## src/rtl/tlk2711_axil_reg_bridge.sv

```systemverilog
// tlk2711_axil_reg_bridge
//   AXI4-Lite slave that turns single-beat reads and writes into one-cycle
//   register strobes for the TLK2711 register manager. Exactly one transaction
//   is in flight at a time. When a write and a read contend, they take turns.
//
// Parameters
//   AXIL_ADDR_WIDTH  AXI byte address width (>= 16); only bits [15:0] are used
//   RD_LATENCY       cycles from o_reg_ren to valid i_reg_rdata (1..4)
//   ADDR_MASK        offset mask of the register window
//   ADDR_BASE        base of the register window
//
// Ports
//   ps_clk, ps_rst          clock, synchronous active-high reset
//   s_axil_aw*/w*/b*        AXI4-Lite write address / data / response channels
//   s_axil_ar*/r*           AXI4-Lite read address / data channels
//   o_reg_wen/waddr/wdata   register write strobe, address, data
//   o_reg_ren/raddr         register read strobe, address
//   i_reg_rdata             register read data, RD_LATENCY cycles after o_reg_ren
//
// Build option
//   TLK2711_AXIL_ADDR_CHECK_EN  when defined, addresses outside the window get
//                               no strobe and a DECERR response (read data 0).

module tlk2711_axil_reg_bridge #(
   parameter int unsigned AXIL_ADDR_WIDTH = 16,
   parameter int unsigned RD_LATENCY      = 1,
   parameter logic [15:0] ADDR_MASK       = 16'h00ff,
   parameter logic [15:0] ADDR_BASE       = 16'h0000
) (
   input  logic                       ps_clk,
   input  logic                       ps_rst,
   input  logic                       s_axil_awvalid,
   output logic                       s_axil_awready,
   input  logic [AXIL_ADDR_WIDTH-1:0] s_axil_awaddr,
   input  logic                       s_axil_wvalid,
   output logic                       s_axil_wready,
   input  logic [63:0]                s_axil_wdata,
   input  logic [7:0]                 s_axil_wstrb,
   output logic                       s_axil_bvalid,
   input  logic                       s_axil_bready,
   output logic [1:0]                 s_axil_bresp,
   input  logic                       s_axil_arvalid,
   output logic                       s_axil_arready,
   input  logic [AXIL_ADDR_WIDTH-1:0] s_axil_araddr,
   output logic                       s_axil_rvalid,
   input  logic                       s_axil_rready,
   output logic [63:0]                s_axil_rdata,
   output logic [1:0]                 s_axil_rresp,
   output logic                       o_reg_wen,
   output logic [15:0]                o_reg_waddr,
   output logic [63:0]                o_reg_wdata,
   output logic                       o_reg_ren,
   output logic [15:0]                o_reg_raddr,
   input  logic [63:0]                i_reg_rdata
);

   typedef enum logic [2:0] {StIdle, StWrStb, StWrRsp, StRdStb, StRdWait, StRdRsp} state_e;

   localparam logic [2:0] WaitLast = 3'(RD_LATENCY - 1);

   state_e      state_q, state_d;
   logic        aw_held_q, w_held_q;
   logic        wr_prio_q;              // 1: write wins the next contest
   logic [15:0] aw_addr_q, ar_addr_q;
   logic [63:0] wdata_q;
   logic [7:0]  wstrb_q;
   logic [2:0]  wait_cnt_q;
   logic [1:0]  bresp_q, rresp_q;
   logic [63:0] rdata_q;

   logic idle, aw_hs, w_hs, ar_hs, wr_pend, wr_go, contest;
   logic wr_addr_ok, rd_addr_ok, wr_strb_ok;

`ifdef TLK2711_AXIL_ADDR_CHECK_EN
   assign wr_addr_ok = (aw_addr_q & ~ADDR_MASK) == ADDR_BASE;
   assign rd_addr_ok = (ar_addr_q & ~ADDR_MASK) == ADDR_BASE;
`else
   logic unused_cfg;
   assign unused_cfg = ^{ADDR_MASK, ADDR_BASE};
   assign wr_addr_ok = 1'b1;
   assign rd_addr_ok = 1'b1;
`endif

   if (AXIL_ADDR_WIDTH > 16) begin : g_addr_hi
      logic unused_addr_hi;
      assign unused_addr_hi = ^{s_axil_awaddr[AXIL_ADDR_WIDTH-1:16],
                                s_axil_araddr[AXIL_ADDR_WIDTH-1:16]};
   end

   assign wr_strb_ok = (wstrb_q == 8'hff);

   // Readies are held low during reset even though the FSM already sits in IDLE.
   assign idle           = (state_q == StIdle) && !ps_rst;
   assign s_axil_awready = idle && !aw_held_q;
   assign s_axil_wready  = idle && !w_held_q;
   assign aw_hs          = s_axil_awvalid && s_axil_awready;
   assign w_hs           = s_axil_wvalid && s_axil_wready;
   // A write counts as complete in the same cycle its last half is accepted.
   assign wr_pend        = (aw_held_q || aw_hs) && (w_held_q || w_hs);
   assign s_axil_arready = idle && !(wr_pend && wr_prio_q);
   assign ar_hs          = s_axil_arvalid && s_axil_arready;
   assign wr_go          = wr_pend && !ar_hs;
   assign contest        = idle && wr_pend && s_axil_arvalid;

   // State register
   always_ff @(posedge ps_clk) begin
      if (ps_rst) state_q <= StIdle;
      else        state_q <= state_d;
   end

   // Next-state logic
   always_comb begin
      state_d = state_q;
      unique case (state_q)
         StIdle: begin
            if (ar_hs)      state_d = StRdStb;
            else if (wr_go) state_d = StWrStb;
         end
         StWrStb:  state_d = StWrRsp;
         StWrRsp:  if (s_axil_bready) state_d = StIdle;
         StRdStb:  state_d = StRdWait;
         StRdWait: if (wait_cnt_q == WaitLast) state_d = StRdRsp;
         StRdRsp:  if (s_axil_rready) state_d = StIdle;
         default:  state_d = StIdle;
      endcase
   end

   // Outputs
   always_comb begin
      o_reg_wen     = (state_q == StWrStb) && wr_strb_ok && wr_addr_ok;
      o_reg_ren     = (state_q == StRdStb) && rd_addr_ok;
      s_axil_bvalid = (state_q == StWrRsp);
      s_axil_rvalid = (state_q == StRdRsp);
   end

   assign o_reg_waddr  = aw_addr_q;
   assign o_reg_wdata  = wdata_q;
   assign o_reg_raddr  = ar_addr_q;
   assign s_axil_bresp = bresp_q;
   assign s_axil_rresp = rresp_q;
   assign s_axil_rdata = rdata_q;

   // Channel latches, arbiter and response registers
   always_ff @(posedge ps_clk) begin
      if (ps_rst) begin
         aw_held_q  <= 1'b0;
         w_held_q   <= 1'b0;
         wr_prio_q  <= 1'b1;
         aw_addr_q  <= '0;
         ar_addr_q  <= '0;
         wdata_q    <= '0;
         wstrb_q    <= '0;
         wait_cnt_q <= '0;
         bresp_q    <= '0;
         rresp_q    <= '0;
         rdata_q    <= '0;
      end else begin
         if (aw_hs) begin
            aw_addr_q <= s_axil_awaddr[15:0];
            aw_held_q <= 1'b1;
         end
         if (w_hs) begin
            wdata_q  <= s_axil_wdata;
            wstrb_q  <= s_axil_wstrb;
            w_held_q <= 1'b1;
         end
         // Latched data stays put for WR_STB; only the pending flags drop.
         if ((state_q == StIdle) && wr_go) begin
            aw_held_q <= 1'b0;
            w_held_q  <= 1'b0;
         end
         if (ar_hs) ar_addr_q <= s_axil_araddr[15:0];
         if (contest) wr_prio_q <= ~wr_prio_q;

         if (state_q == StWrStb) begin
            if (!wr_addr_ok)      bresp_q <= 2'b11;
            else if (!wr_strb_ok) bresp_q <= 2'b10;
            else                  bresp_q <= 2'b00;
         end

         // RD_WAIT spans RD_LATENCY cycles; its last cycle is when read data is valid.
         if (state_q == StRdStb) wait_cnt_q <= '0;
         if (state_q == StRdWait) begin
            wait_cnt_q <= wait_cnt_q + 3'd1;
            if (wait_cnt_q == WaitLast) begin
               rdata_q <= rd_addr_ok ? i_reg_rdata : 64'h0;
               rresp_q <= rd_addr_ok ? 2'b00 : 2'b11;
            end
         end
      end
   end

endmodule
```

## config.mk

```make
export PLATFORM = sky130hd
export DESIGN_NAME = tlk2711_axil_reg_bridge
export DESIGN_NICKNAME = d
export VERILOG_FILES = /design/src/rtl/tlk2711_axil_reg_bridge.sv
export SDC_FILE = /design/constraint.sdc
export NUM_CORES = 1
export LEC_CHECK = 0
export ABC_AREA = 1
export CAP_MARGIN = 5
export CORE_MARGIN = 5
export CORE_UTILIZATION = 35
export CTS_CLUSTER_SIZE = 40
export DETAILED_ROUTE_END_ITERATION = 10
export PLACE_DENSITY_LB_ADDON = 0.15
export SLEW_MARGIN = 5
export SYNTH_ARGS = -nofsm -noshare
export SYNTH_HDL_FRONTEND = slang
export SYNTH_SLANG_ARGS = --single-unit
```

## constraint.sdc

```tcl
create_clock -name ps_clk -period 2.01 [get_ports ps_clk]
set_clock_uncertainty 0.15 [all_clocks]
set_input_delay 0.402 -clock ps_clk [delete_from_list [all_inputs] [get_ports ps_clk]]
set_output_delay 0.402 -clock ps_clk [all_outputs]
set_load 0.05 [all_outputs]
```

==> impl_metrics.toml, run 1 <==
[outcome]
status = "complete, but fails checks"
violations = "setup timing"

[timing]
fin_crit_ns = 2.140
clock.fmax_mhz = 467.2
rsz0062_at_grt = "true"
drv_slew = 0
finalHoldViolations = 0
post-route-period-util = 1.065
timing.hold.ws_ns = 0.3115
fin_ws_ns = -0.1303
setup-violations-final = 3

[critical_path]
crit_fanout = 5
rr_worst_depth = 9
worst_setup_path_start_kind = "flop"
cpPeakStageDelay_ns = 0.35
path_delay_family = "simple AND/OR/NAND/NOR gates"
slowest_stage = "dfxtp_2"
criticalPathCategory = "flop to output pin"
cp.required_ns = 1.46
cp-end-kind = "output pin"
worst_ep_arrival_time_ns = 1.59
worst-path-buf-inv = 2
cp.depth = 7
cp_cell_sequence = "nor2_4, nand3_4, o21bai_4, nand3_2, nand4_1, inv_2, buf_6"

[clock_network]
cts_tree = "done"
cts_buffer_depth = 2
numClockSinks = 178
cts_buffers = 17
clk-insertion-delay-late_ns = 0.41
htreeDepth = 4
path_clk_slew_ns = 0.06
clockRootBuffer = "clkbuf_16"
cts_hold_buf = 0

[synthesis]
yosysMostFrequentCell = "nor2_1"
ys_seq_elements = 178
yosysWarnings = 0
netlist-cell-type-count = 26
ys_seq_area_frac = 0.5462
synth.top_cell.area_share = 0.5462
synth_area_leader_cell = "dfxtp_1"
syn_inst = 839
synthArstFlopShare = 0
synthFlopType = "dfxtp_1"
synth_edf_count = 0
synth.area.top_cells = "dfxtp_1 (55%), nor2_1 (19%), o21ai_0 (12%)"
synth_common_cells = "nor2_1 (329), dfxtp_1 (178), o21ai_0 (153)"
synth_area_per_cell_um2 = 7.776
synth_area_um2 = 6524

[power_and_ir_drop]
vdd_drop_max_mv = 0.5808
leakage_nw = 4.515
p_total_mw = 12.33
power_density_nw_per_um2 = 1163

[die]
core_um2 = 18520
rows = 50
die_height_um = 146.5
dieArea_um2 = 21470
io_pins = 346
die_w_um = 146.5
floorplan.initialDensity = 0.3523

[drt]
ant_nets = 0
vias = 6516
maxUsedRoutingLayer = "met5"
first_pass_iters = 4
wl_met2_um = 10250
drc = 0
routed_wl_um = 20660
m1WireLength_um = 8245
met3_length_um = 1709
vias_per_cell = 4.576
wl_per_cell_um = 14.51
drtIter0Drc = 224

[placement]
dp_slack_ns = -0.1754
dp_hpwl_um = 14970
dpl_cell_area_um2 = 9915
port_buffers = 342
place_congestion = 0.7702

[finish]
final_area_um2 = 10600
layout-drive-gt1-share = 0.2134
syn_to_final_growth_pct = 62.52
utilization = 0.5726
nets = 1355
antenna_cells = 0

[run]
cap_viol_max_count = 0

[hold_path]
hold_path.class = "flop to flop"
holdPathStages = 2

[grt]
grt_pass1_wl_um = 31730
grt_antenna_before_repair = 1
overflow = 0
grt_pass1_vias = 6016
grt_max_degree = 114
grt_use_total = 0.1835
[worst register-to-register path: stages, from the launching register on]
cell and delay (ns):
dfxtp_2 0.35, nor2_4 0.15, buf_4 0.12, buf_4 0.12, nand2_1 0.11, inv_1 0.13, nand2_2 0.09, buf_12 0.19
o21ai_0 0.27, nor2_1 0.06
[state kept, by name (all words and copies together), names as in the netlist, 3 cells and up]
name	count
wait_cnt_q	3
state_q	3
s_axil_rdata	64
o_reg_wdata	64
wstrb_q	8
o_reg_waddr	16
o_reg_raddr	16
[metal layers]
metal	vias to the layer above	global-route usage
met5	-	0
met4	2	0.06397
met3	30	0.07604
met2	205	0.3174
met1	2923	0.2033
li1	3356	-
[layout make-up]
class / count / area (um^2)
repair buffers: 375 / 3432
clock inverters: 13 / 175.2
well taps: 234 / 292.8
multi-input cells: 583 / 2616
fillers: 1797 / 7915
inverters: 23 / 90.09
clock buffers: 18 / 429.2
flip-flops and latches: 178 / 3567
[logic make-up (layout without fill, tap and decap cells)]
family,after synthesis,after routing,synth area share
and+or+nand+nor,399,399,0.2480
AOI/OAI and AO/OA,179,179,0.1400
DFF,178,178,0.5462
buffers and inverters,80,429,0.06137
adders and majority gates,2,2,0.003835
other,1,3,0.0005748
[timing repair]
item | in CTS | in global routing
gates resized for setup | 10 | 4
buffers inserted | 3 | 2
endpoints found under the setup margin | 5 | 5
pin swaps | 3 | 1
[final timing paths]
check	to	from	slack, ns
worst min register to register	s_axil_bresp[1]$_SDFFE_PP0N_	s_axil_bresp[1]$_SDFFE_PP0N_	0.31
worst min-delay path	s_axil_bresp[1]$_SDFFE_PP0N_	s_axil_bresp[1]$_SDFFE_PP0N_	0.31
worst max-delay path	s_axil_arready	state_q[1]$_SDFFE_PP0P_	-0.13
worst max register to register	s_axil_rdata[23]$_SDFFE_PP0P_	state_q[1]$_SDFFE_PP0P_	0.18
[cell usage in the layout, fill, tap and decap left out, types with 2 or more instances in the layout]
cell and count:
buf_12 14, nand2_2 2, clkinvlp_4 3, inv_1 16, clkinv_4 2, conb_1 3
clkinv_2 2, dfxtp_2 3, nor2_4 3, buf_6 2, o21ai_0 153, nand4_1 3
nand3_2 2, ha_1 2, clkbuf_16 17, a21oi_1 22, o21bai_4 2, nand2_1 33
buf_4 185, nor2_1 329, nand3b_1 17, nand3_1 6, clkdlybuf4s50_1 173, inv_8 2
dfxtp_1 175, bufinv_16 3, inv_2 5, inv_6 2
[metrics by stage]
step,instances,TNS (ns)
floorplan,841,0
global placement,1388,-2.887
detailed placement,1388,-3.922
CTS,1422,-0.2793
global route,1424,-0.6059
finish,1424,-0.3103
[power by group]
| group | leakage, nW | internal (mW) | switching (mW) |
|---|---|---|---|
| Clock | 0.287 | 1.98 | 1.45 |
| Combinational | 2.78 | 1.66 | 2.93 |
| Sequential | 1.45 | 4.03 | 0.273 |
No activity file was read; power rests on OpenSTA's default activity.
==> inputs of run 2 (changes only) <==
--- a/config.mk
+++ b/config.mk
@@ -8,7 +8,7 @@
 export ABC_AREA = 1
 export CAP_MARGIN = 5
 export CORE_MARGIN = 5
-export CORE_UTILIZATION = 35
+export CORE_UTILIZATION = 39
 export CTS_CLUSTER_SIZE = 40
 export DETAILED_ROUTE_END_ITERATION = 10
 export PLACE_DENSITY_LB_ADDON = 0.15
==> run 2 against run 1 <==
Compared with the run above:
- the flow still finishes with violations (setup timing)
- maximum frequency up 1.9%
- routed wire length down 0.34%
- via count down 0.34%
- utilization up 7.0 points
- register-to-register slack better by 0.09 ns
- critical path depth unchanged
- sequential power about the same
- hold slack worse by 0.0072 ns
- die area down 9.6%
- largest cell class unchanged
==> impl_metrics.toml, run 2 (synthesis gave the netlist of run 1 again) <==
[power_and_ir_drop]
leakage_nw = 4.538
vdd_drop_max_mv = 0.6396
power_density_nw_per_um2 = 1164

[hold_path]
hold_path.class = "flop to flop"

[placement]
dp_hpwl_um = 15090
port_buffers = 342
place_congestion = 0.8000
dp_cells = 1374
dpl_cell_area_um2 = 9925

[finish]
syn_to_final_growth_pct = 62.66
layout_commonest_cell = "nor2_1"
final_area_um2 = 10610
nets = 1354
final_cell_count_no_fill = 1410
utilization = 0.6422
fill_cells = 1484
layout-drive-gt1-share = 0.2119
final_cell_mix = "nor2_1 (329), buf_4 (182), dfxtp_1 (175)"

[drt]
ant_nets = 0
routed_wl_um = 20590
drc = 0
first_pass_iters = 5
wl_per_cell_um = 14.60
drtIter0Drc = 249
vias_per_cell = 4.606
vias = 6494

[die]
die_w_um = 139.3
core_um2 = 16520
dieArea_um2 = 19410
io_pins = 346
floorplan.initialDensity = 0.3948
die_height_um = 139.3
rows = 47

[timing]
rsz0062_at_grt = "true"
fin_crit_ns = 2.099
finalHoldViolations = 0
setup-violations-final = 3
post-route-period-util = 1.044
drv_slew = 0
fin_ws_ns = -0.08941
clock.fmax_mhz = 476.3

[critical_path]
worst_setup_path_start_kind = "flop"
criticalPathCategory = "flop to output pin"
worst_ep_arrival_time_ns = 1.55
crit_fanout = 5
path_delay_family = "simple AND/OR/NAND/NOR gates"
cp-end-kind = "output pin"
slowest_stage = "dfxtp_2"
cp_cell_sequence = "nor2_4, nand3_4, o21bai_4, nand3_2, nand4_1, inv_2, buf_6"
cp.required_ns = 1.46
cpPeakStageDelay_ns = 0.35
worst-path-buf-inv = 2

[clock_network]
htreeDepth = 4
numClockSinks = 178
clk-insertion-delay-late_ns = 0.41
cts_tree = "done"
cts_buffers = 17
path_clk_slew_ns = 0.06
clockRootBuffer = "clkbuf_16"
cts_buffer_depth = 2
cts_hold_buf = 0

[grt]
grt_max_degree = 66
grt_use_total = 0.2023
grt_pass1_vias = 6063
grt_antenna_before_repair = 1
overflow = 0
grt_pass1_wl_um = 31900

[outcome]
status = "complete, but fails checks"
violations = "setup timing"

[run]
cap_viol_max_count = 0
run 2: cell types whose count changed in the layout (fill, tap and decap cells not counted), moves of 2 or more:
| cell | delta |
|---|---|
| buf_4 | -3 |
| inv_6 | +3 |
| clkbuf_8 | +2 |
| clkinvlp_4 | -2 |
| buf_12 | +2 |
run 2: timing repair:
action / 4_1_cts / 5_1_grt
gates resized for setup: 9 / 3
setup buffers: 1 / 3
hold endpoints to repair: 0 / 0
endpoints found under the setup margin: 5 / 4
pin swaps: 3 / 3
run 2: area by class of cell:
type	instances	area [um^2]	area share
sequential	178	3567	0.3362
clock inverter	12	170.2	0.01604
tap	220	275.3	0.02594
clock buffer	19	452.9	0.04268
inverter	23	90.09	0.008490
timing repair buffer	374	3447	0.3248
antenna	1	2.502	0.0002358
multi-input combinational	583	2606	0.2456
run 2: final timing paths:
path                            slack, ns                         start                            to  depth (start not counted)
worst min register to register       0.30  s_axil_bresp[1]$_SDFFE_PP0N_  s_axil_bresp[1]$_SDFFE_PP0N_                          2
worst max register to register       0.27       state_q[0]$_SDFFE_PP0P_       wstrb_q[6]$_SDFFE_PP0P_                          8
worst max-delay path                -0.09       state_q[0]$_SDFFE_PP0P_                s_axil_arready                          7
worst min-delay path                 0.30  s_axil_bresp[1]$_SDFFE_PP0N_  s_axil_bresp[1]$_SDFFE_PP0N_                          2
run 2: per-stage QoR:
step	total power, mW	worst slack (ns)	hold slack (ns)	setup TNS [ns]
2_1_floorplan	7.269	0.005757	0.2797	0
3_3_place_gp	8.854	-0.1696	0.2936	-4.079
3_5_place_dp	8.893	-0.1862	0.2967	-5.367
4_1_cts	12.45	-0.1282	0.3102	-0.2746
5_1_grt	12.96	-0.1778	0.3295	-0.4936
6_report	12.35	-0.08941	0.3043	-0.2320
run 2: routing by layer:
layer | GRT usage | part of all wire
met5 | 0 | 0.00063
met3 | 0.06724 | 0.084
met4 | 0.07415 | 0.028
met2 | 0.3552 | 0.49
met1 | 0.2284 | 0.39
run 2: worst min-delay path, cell delays in order (launching register included):
cell and delay (ns):
dfxtp_1 0.31, inv_1 0.05, a211oi_1 0.05
run 2: power breakdown:
part / internal [mW] / leakage, nW / switching, mW / total (mW)
registers: 4.03 / 1.45 / 0.276 / 4.31
logic: 1.65 / 2.78 / 2.91 / 4.55
clock network: 2.05 / 0.303 / 1.43 / 3.48
total: 7.73 / 4.54 / 4.62 / 12.3
==> inputs of run 3 (changes only) <==
--- a/config.mk
+++ b/config.mk
@@ -7,10 +7,10 @@
 export LEC_CHECK = 0
 export ABC_AREA = 1
 export CAP_MARGIN = 5
-export CORE_MARGIN = 5
-export CORE_UTILIZATION = 39
-export CTS_CLUSTER_SIZE = 40
+export CORE_AREA = 5 5 130 132
 export DETAILED_ROUTE_END_ITERATION = 10
+export DIE_AREA = 0 0 135 137
+export DONT_BUFFER_PORTS = 1
 export PLACE_DENSITY_LB_ADDON = 0.15
 export SLEW_MARGIN = 5
 export SYNTH_ARGS = -nofsm -noshare
==> constraint.sdc (replaced) <==
create_clock -name ps_clk -period 2.7 [get_ports ps_clk]
set_clock_uncertainty 0.15 [all_clocks]
set_input_delay 0.54 -clock ps_clk [delete_from_list [all_inputs] [get_ports ps_clk]]
set_output_delay 0.54 -clock ps_clk [all_outputs]
set_load 0.05 [all_outputs]
==> run 3 against run 2 <==
Compared with the run above:
- the run now ends clean
- routed wire length decreased by 11%
- clock power is 22% lower
- setup slack better by 0.36 ns
- via count is 19% lower
- utilization shrank 17 points
- critical endpoint unchanged
- largest power group is now registers
- highest routed layer unchanged
==> impl_metrics.toml, run 3 (synthesis gave the netlist of run 1 again) <==
[power_and_ir_drop]
vdd_drop_max_mv = 0.7358
power_density_nw_per_um2 = 1140
comb_power_share = 0.144
p_total_mw = 8.316
seq_power_share = 0.532
p_switching_mw = 3.256
p_int_mw = 5.059
p_sw_frac = 0.3916
clockPowerShare = 0.324
leakage_nw = 2.809

[finish]
layout-drive-gt1-share = 0.07229
register_area_um2 = 3563
fill_cells = 1569
syn_to_final_growth_pct = 11.83
antenna_cells = 0
final_area_um2 = 7296
final_cell_mix = "nor2_1 (329), dfxtp_1 (178), o21ai_0 (153)"
layout_commonest_cell = "nor2_1"
utilization = 0.4678
nets = 994
multi_input_area_um2 = 2577

[critical_path]
path_delay_family = "simple AND/OR/NAND/NOR gates"
r2r_slack_ns = 0.69
slowest_stage = "dfxtp_1"
criticalPathCategory = "flop to output pin"
crit_fanout = 5
rr_endpoint = "s_axil_rdata[21]$_SDFFE_PP0P_"
cp.required_ns = 2.01
worst_setup_path_start_kind = "flop"
rr_worst_depth = 8
worst-path-buf-inv = 1
r2r-start = "state_q[0]$_SDFFE_PP0P_"
cpPeakStageDelay_ns = 0.37
cp_cell_sequence = "nor2_4, nand3_4, o21bai_2, nand3_2, nand4_1, inv_1"
cp-end-kind = "output pin"
worst_ep_arrival_time_ns = 1.74

[die]
io_pins = 346
rows = 46
die_w_um = 135
core_um2 = 15600
die_height_um = 137
floorplan.initialDensity = 0.4183
dieArea_um2 = 18500

[clock_network]
cts_hold_buf = 0
clockRootBuffer = "clkbuf_16"
cts_buffers = 17
cts_resized = 0
cts_buffer_depth = 2
cts_tree = "done"
cts_post_setup_buffers_inserted = 0
numClockSinks = 178
path_clk_slew_ns = 0.06
htreeDepth = 4
clk-insertion-delay-late_ns = 0.42

[drt]
wl_met2_um = 9196
drtIter0Drc = 226
first_pass_iters = 6
drc = 0
wl_per_cell_um = 17.42
maxUsedRoutingLayer = "met5"
vias_per_cell = 5.054
vias = 5287
m1WireLength_um = 6555
ant_nets = 0
met3_length_um = 2033
routed_wl_um = 18230

[grt]
grt_antenna_before_repair = 1
grt_use_total = 0.1842
grt_pass1_wl_um = 26940
grt_max_degree = 174
overflow = 0
grt_pass1_vias = 5121

[hold_path]
holdPathStages = 1
hold_path.class = "input pin to flop"
hold_end = "wait_cnt_q[1]$_SDFFE_PP0P_"
holdCritStartpoint = "ps_rst"

[run]
cap_viol_max_count = 0

[placement]
dp_hpwl_um = 13190
dp_slack_ns = 0.6514
place_congestion = 0.7586
dpl_cell_area_um2 = 6644
port_buffers = 0

[timing]
rsz0062_at_grt = "false"
worst_pin_slew_ns = 0.7295
post-route-period-util = 0.8999
finalHoldViolations = 0
fin_ws_ns = 0.2702
fin_crit_ns = 2.430
fin_tns_setup_ns = 0
setup-violations-final = 0
clock.fmax_mhz = 411.6
slew_headroom = 0.5136
drv_slew = 0

[outcome]
status = "completed"
run 3: power groups by stage:
stage,Clock (mW),Sequential [mW],Combinational (mW)
floorplan,0,4.37,1.03
global placement,0,4.48,1.16
detailed placement,0,4.49,1.21
CTS,2.77,4.43,1.21
global route,2.88,4.46,1.38
finish,2.70,4.42,1.20
run 3: worst max path at each step:
stage | startpoint | endpoint | slack (ns) | depth (start not counted)
2_1_floorplan | state_q[2]$_SDFFE_PP0P_ | o_reg_wen | 0.27 | 3
6_report | state_q[0]$_SDFFE_PP0P_ | s_axil_arready | 0.27 | 6
5_1_grt | state_q[0]$_SDFFE_PP0P_ | s_axil_arready | 0.14 | 6
3_5_place_dp | ps_rst | s_axil_arready | 0.65 | 6
4_1_cts | state_q[0]$_SDFFE_PP0P_ | s_axil_arready | 0.23 | 6
3_3_place_gp | ps_rst | s_axil_arready | 0.68 | 6
run 3: routing by layer:
layer  global-route usage  vias to the layer above
met4              0.08063                        2
met5                    0                        -
met2               0.3216                      226
li1                     -                     2633
met1               0.1891                     2393
met3              0.08713                       33
run 3: area by class of cell:
cell class,count,area share
sequential,178,0.4884
multi-input combinational,583,0.3533
clock buffer,18,0.05882
tap,216,0.03704
clock inverter,14,0.03053
timing repair buffer,14,0.01955
inverter,23,0.01235
run 3: metrics by stage:
step	cells	hold slack (ns)
2_1_floorplan	841	0.2797
3_3_place_gp	1014	0.2933
3_5_place_dp	1014	0.3023
4_1_cts	1046	0.01669
5_1_grt	1046	0.01657
6_report	1046	0.04276
